**src/rtl/gan_batch_sequencer.sv**
```systemverilog
`timescale 1ns/1ps
`default_nettype none
// +--------------------------------------------------------------------------+
// | gan_batch_sequencer: noise stream -> start/done GAN core -> result FIFO  |
// | Revision 1.0                                                             |
// +--------------------------------------------------------------------------+
module gan_batch_sequencer #(
  parameter int DATA_W      = 16,
  parameter int NOISE_N     = 2,
  parameter int PIX_N       = 9,
  parameter int FIFO_DEPTH  = 4,
  parameter int TIMEOUT_CYC = 1024
) (
  input  logic                      clk,
  input  logic                      rst,
  input  logic                      in_valid,
  output logic                      in_ready,
  input  logic [NOISE_N*DATA_W-1:0] in_noise,
  output logic                      core_start,
  output logic [NOISE_N*DATA_W-1:0] core_noise,
  input  logic                      core_done,
  input  logic [PIX_N*DATA_W-1:0]   core_pixels,
  input  logic [DATA_W-1:0]         core_prob,
  input  logic [DATA_W-1:0]         thresh,
  output logic                      res_valid,
  input  logic                      res_ready,
  output logic [PIX_N*DATA_W-1:0]   res_pixels,
  output logic [DATA_W-1:0]         res_prob,
  output logic                      res_real,
  output logic [15:0]               res_tag,
  output logic [15:0]               job_cnt,
  output logic [15:0]               real_cnt,
  output logic                      busy,
  output logic                      err_timeout,
  input  logic                      clear_err
);

  localparam int PTR_W = (FIFO_DEPTH > 1) ? $clog2(FIFO_DEPTH) : 1;
  localparam int CNT_W = $clog2(FIFO_DEPTH + 1);
  localparam int WD_W  = $clog2(TIMEOUT_CYC + 1);

  typedef enum logic [1:0] {S_IDLE, S_ISSUE, S_WAIT, S_ERR} state_t;

  state_t                      state_q, state_d;
  logic [WD_W-1:0]             wdog_q, wdog_d;
  logic [NOISE_N*DATA_W-1:0]   noise_q, noise_d;
  logic                        err_q, err_d;
  logic [PTR_W-1:0]            wr_ptr_q, rd_ptr_q;
  logic [CNT_W-1:0]            count_q;
  logic [15:0]                 job_cnt_q, real_cnt_q;
  logic [PIX_N*DATA_W-1:0]     pix_mem_q  [FIFO_DEPTH];
  logic [DATA_W-1:0]           prob_mem_q [FIFO_DEPTH];
  logic                        real_mem_q [FIFO_DEPTH];
  logic [15:0]                 tag_mem_q  [FIFO_DEPTH];

  logic push, pop, is_real, slot_free;

  assign slot_free = (count_q < CNT_W'(FIFO_DEPTH));
  assign is_real   = $signed(core_prob) > $signed(thresh);
  assign pop       = (count_q != '0) && res_ready;

  always_comb begin
    state_d    = state_q;
    wdog_d     = wdog_q;
    noise_d    = noise_q;
    err_d      = err_q;
    push       = 1'b0;
    core_start = 1'b0;
    in_ready   = 1'b0;
    case (state_q)
      S_IDLE: begin
        in_ready = slot_free;
        if (in_valid && slot_free) begin
          noise_d = in_noise;
          state_d = S_ISSUE;
        end
      end
      S_ISSUE: begin
        core_start = 1'b1;
        wdog_d     = '0;
        state_d    = S_WAIT;
      end
      S_WAIT: begin
        wdog_d = wdog_q + WD_W'(1);
        // A done on the final watchdog cycle still completes the job.
        if (core_done) begin
          push    = 1'b1;
          state_d = S_IDLE;
        end else if (wdog_q == WD_W'(TIMEOUT_CYC - 1)) begin
          err_d   = 1'b1;
          state_d = S_ERR;
        end
      end
      S_ERR: begin
        if (clear_err) begin
          err_d   = 1'b0;
          state_d = S_IDLE;
        end
      end
      default: state_d = S_IDLE;
    endcase
  end

  always_ff @(posedge clk) begin
    if (rst) begin
      state_q    <= S_IDLE;
      wdog_q     <= '0;
      noise_q    <= '0;
      err_q      <= 1'b0;
      wr_ptr_q   <= '0;
      rd_ptr_q   <= '0;
      count_q    <= '0;
      job_cnt_q  <= '0;
      real_cnt_q <= '0;
    end else begin
      state_q <= state_d;
      wdog_q  <= wdog_d;
      noise_q <= noise_d;
      err_q   <= err_d;
      if (push) begin
        wr_ptr_q   <= wr_ptr_q + PTR_W'(1);
        job_cnt_q  <= job_cnt_q + 16'd1;
        real_cnt_q <= real_cnt_q + 16'(is_real);
      end
      if (pop) begin
        rd_ptr_q <= rd_ptr_q + PTR_W'(1);
      end
      case ({push, pop})
        2'b10:   count_q <= count_q + CNT_W'(1);
        2'b01:   count_q <= count_q - CNT_W'(1);
        default: count_q <= count_q;
      endcase
    end
  end

  // Storage needs no reset: entries are only visible once the count covers them.
  always_ff @(posedge clk) begin
    if (push) begin
      pix_mem_q[wr_ptr_q]  <= core_pixels;
      prob_mem_q[wr_ptr_q] <= core_prob;
      real_mem_q[wr_ptr_q] <= is_real;
      tag_mem_q[wr_ptr_q]  <= job_cnt_q;
    end
  end

  assign core_noise  = noise_q;
  assign res_valid   = (count_q != '0);
  assign res_pixels  = pix_mem_q[rd_ptr_q];
  assign res_prob    = prob_mem_q[rd_ptr_q];
  assign res_real    = real_mem_q[rd_ptr_q];
  assign res_tag     = tag_mem_q[rd_ptr_q];
  assign job_cnt     = job_cnt_q;
  assign real_cnt    = real_cnt_q;
  assign busy        = (state_q != S_IDLE);
  assign err_timeout = err_q;

endmodule
`default_nettype wire
```
**config.mk**
```make
export PLATFORM = sky130hd
export DESIGN_NAME = gan_batch_sequencer
export DESIGN_NICKNAME = d
export VERILOG_FILES = /design/src/rtl/gan_batch_sequencer.sv
export SDC_FILE = /design/constraint.sdc
export NUM_CORES = 1
export LEC_CHECK = 0
export CAP_MARGIN = 40
export CELL_PAD_IN_SITES_DETAIL_PLACEMENT = 1
export CELL_PAD_IN_SITES_GLOBAL_PLACEMENT = 2
export CORE_ASPECT_RATIO = 1.2
export CORE_UTILIZATION = 44
export CTS_CLUSTER_SIZE = 24
export DETAILED_ROUTE_END_ITERATION = 10
export PLACE_DENSITY_LB_ADDON = 0.05
export SETUP_SLACK_MARGIN = 0.3
export SLEW_MARGIN = 25
export SYNTH_ARGS = -nofsm -noshare
export SYNTH_HDL_FRONTEND = slang
export SYNTH_SLANG_ARGS = --single-unit
```
**constraint.sdc**
```tcl
create_clock -name clk -period 15.6 [get_ports clk]
set_input_delay 4.68 -clock clk [delete_from_list [all_inputs] [get_ports clk]]
set_output_delay 4.68 -clock clk [all_outputs]
set_load 0.005 [all_outputs]
```
==> flow_metrics.tcl <==
set metrics [dict create \
    status "complete, no violations" \
    synth_commonest_cells "708 x edfxtp_1, 177 x mux4_2, 91 x nand2_1" \
    p_comb_share_pct 15.7 \
    cts_tree "yes" \
    grt_remaining_overflow 0 \
    avgSynthCellArea_um2 20.9 \
    worstSetupEndpointType "primary output" \
    holdBufCountCts 0 \
    final_nets 2158 \
    synth_async_sr_flop_share_pct 0 \
    netSwitchingPower_mw 1.18 \
    max-cap-violations 0 \
    drtIter0Drc 691 \
    synth-seq-cells 795 \
    design.die.area_mm2 0.0681 \
    vdd.ir_drop.worst_mv 0.105 \
    first_global_vias 16207 \
    detailedPlacementHpwl_um 45100 \
    max-clock-path-buffers 3 \
    wl_um 70400 \
    initial_core_util_pct 44.7 \
    layout.core_utilization_pct 57.3 \
    cellLeakagePower_nw 12.1 \
    ys_types 46 \
    gp_congestion 0.754 \
    worst_path_max_delay_cell "dfxtp_4" \
    ant_nets 0 \
    postSynth.topFlopCell "edfxtp_1" \
    grt_max_degree 88 \
    synth_enable_flop_cells 708 \
    yosys-top-cells-area "edfxtp_1 72%, mux4_2 14%, dfxtp_1 5.9%" \
    seq_total_area_yosys_pct 78.0 \
    drive_above_1_share_pct 16.6 \
    power_density_mw_per_mm2 135 \
    cts-buffers-inserted 80 \
    core-area_mm2 0.0660 \
    initial_antenna_violation_count 5 \
    setup_viol 0 \
    crit_path_cell_trace "buf_16 > buf_4 > buf_16 > mux4_2 > clkdlybuf4s50_1" \
    tns_ns 0 \
    arr_time_crit_path_ns 3.35 \
    detail_route.drc_violations 0 \
    grt_setup_unrepaired "no" \
    clk_root_buffer_cell "clkbuf_16" \
    portBuffers 459 \
    max_slew_margin_pct 42.7 \
    vias_per_cell 5.21 \
    critical_path_peak_fanout 30 \
    timing_worst_setup_path_type "register to primary output" \
    min_period_ns 8.03 \
    switching_share_of_total_power_pct 23.1 \
    grt_pass1_wl_um 104000 \
    yosysTopAreaCell "edfxtp_1" \
    ctsResizeCount 0 \
    post-synth-top-count-cell "edfxtp_1" \
    die_x_um 238 \
    maxClockFrequency_ghz 0.125 \
    fillCellCount 5814 \
    worst_margin_pin_slew_ns 0.859 \
    io-pin-count 460 \
    internal_power_mw 3.91 \
    clock_latency_ns 0.61 \
    synth_fp_nets 1655 \
    period_share_pct 51.5 \
    wire_per_inst_um 24.4 \
    cp_common_cell "buf_16" \
    crit_required_ns 10.92 \
    report.final.slew_viol_count 0 \
    synth_top_area_share_pct 72.1 \
    via_count 15019 \
    hold_viol_final 0 \
    die-height_um 286 \
    clock_pin_transition_on_the_worst_setup_and_hold_timing_paths_ns 0.06 \
    post_synth_instance_area_mm2 0.0295 \
    cts_max_level 3 \
    cp_slowest_stage_delay_ns 0.59 \
    num_rows 103 \
    post-cts-setup-buffer-count 0 \
    pwr-share-clk_pct 36.4 \
    yosys_warnings 0 \
    track_usage_pct 20.7 \
    area_delta_synth_final_pct 28.2 \
    p_seq_share_pct 47.9 \
    worst_hold_path_type "register to register" \
    cell_count_after_synthesis 1411 \
    startpoint_type "register" \
    first_pass_iters 4 \
    final.setup_skew_ns 0.0118 \
    cts_sinks 795 \
]
==> cell type report <==
type                            count  area [um^2]  area share (%)
Antenna cell                        8         20.0          0.0530
Clock buffer                      103         2150            5.69
Clock inverter                     45          389            1.03
Inverter                           28          105           0.278
Multi-Input combinational cell    527         6130            16.2
Sequential cell                   795        23000            60.9
Tap cell                          892         1120            2.95
Timing Repair Buffer              482         4880            12.9
==> sequential cells by signal, indices dropped and copies added (netlist names), named ones only <==
name / cells
core_noise: 32
count_q: 3
err_timeout: 1
job_cnt: 16
pix_mem_q: 576
prob_mem_q: 64
rd_ptr_q: 2
real_cnt: 16
real_mem_q: 4
state_q: 2
tag_mem_q: 64
wdog_q: 11
wr_ptr_q: 2
==> power by group through the flow <==
stage	logic, mW	registers, mW	clock network (mW)
2_1_floorplan	0.375	2.48	0
3_3_place_gp	0.790	2.49	0
3_5_place_dp	0.818	2.48	0
4_1_cts	0.824	2.44	1.91
5_1_grt	0.860	2.45	1.98
6_report	0.800	2.44	1.85
==> metal layers <==
| metal | vias up | GRT usage [%] | part of all wire [%] |
|---|---|---|---|
| li1 | 6699 | - | - |
| met1 | 7856 | 26.3 | 40 |
| met2 | 367 | 34.9 | 51 |
| met3 | 93 | 4.92 | 6.1 |
| met4 | 4 | 7.21 | 2.4 |
| met5 | - | 0 | 0.033 |
==> final timing paths <==
kind                                    start                to  slack (ns)  depth (start not counted)
worst min-delay path            core_noise[9]     core_noise[9]        0.46                          2
worst max register to register     state_q[1]  pix_mem_q[2][46]       12.10                          4
worst max-delay path                 register    res_pixels[88]        7.57                          5
worst min register to register  core_noise[9]     core_noise[9]        0.46                          2
==> per-stage QoR <==
stage          cells  instance area, um^2  power (mW)  worst slack, ns  hold slack [ns]
6_report        2880                37800        5.09             7.57            0.457
5_1_grt         2875                37800        5.29             7.30            0.480
4_1_cts         2872                37800        5.17             7.42            0.461
3_5_place_dp    2724                35200        3.30             7.57            0.449
3_3_place_gp    2718                35100        3.28             7.61            0.443
2_1_floorplan   1411                29500        2.86             6.26            0.453
==> placed cells by master (no fill, tap or decap), types with 3 or more instances in the layout <==
master	Yosys	layout
buf_16	0	4
clkdlybuf4s50_1	0	458
a21o_1	3	3
mux4_2	177	177
nand2b_1	4	4
inv_1	28	28
or3_1	7	7
buf_12	0	3
inv_6	0	4
and3_1	12	8
o21ai_0	6	6
diode_2	0	8
ha_1	29	29
clkinv_2	0	15
nand2_1	91	90
nand3_1	12	12
nor2_1	49	49
edfxtp_1	708	708
clkinvlp_4	0	3
clkbuf_16	0	81
nand4_1	15	15
and4_1	3	3
bufinv_16	0	5
xnor2_1	11	11
dfxtp_1	87	85
clkbuf_1	24	18
and3_4	0	4
buf_4	1	16
xor2_1	28	28
a21oi_1	51	51
clkbuf_8	0	4
nor3_1	3	3
clkinv_1	0	16
==> critical path, delay by kind of cell (launching register included) <==
kind                   cells  cell delay [ns]
multiplexers               1             0.54
buffers and inverters      4             1.56
flip-flops                 1             0.59
==> logic make-up (layout without fill, tap and decap cells) <==
family,Yosys count,count (layout),share of synthesized area [%]
compound gates,69,69,1.30
xor+xnor,39,39,1.16
fa+ha+maj,30,30,1.30
buf+inv,89,658,1.29
flops,795,795,78.0
mux,178,178,13.6
other cells,0,8,0
simple gates,211,211,3.41
No activity file was read; power rests on OpenSTA's default activity.
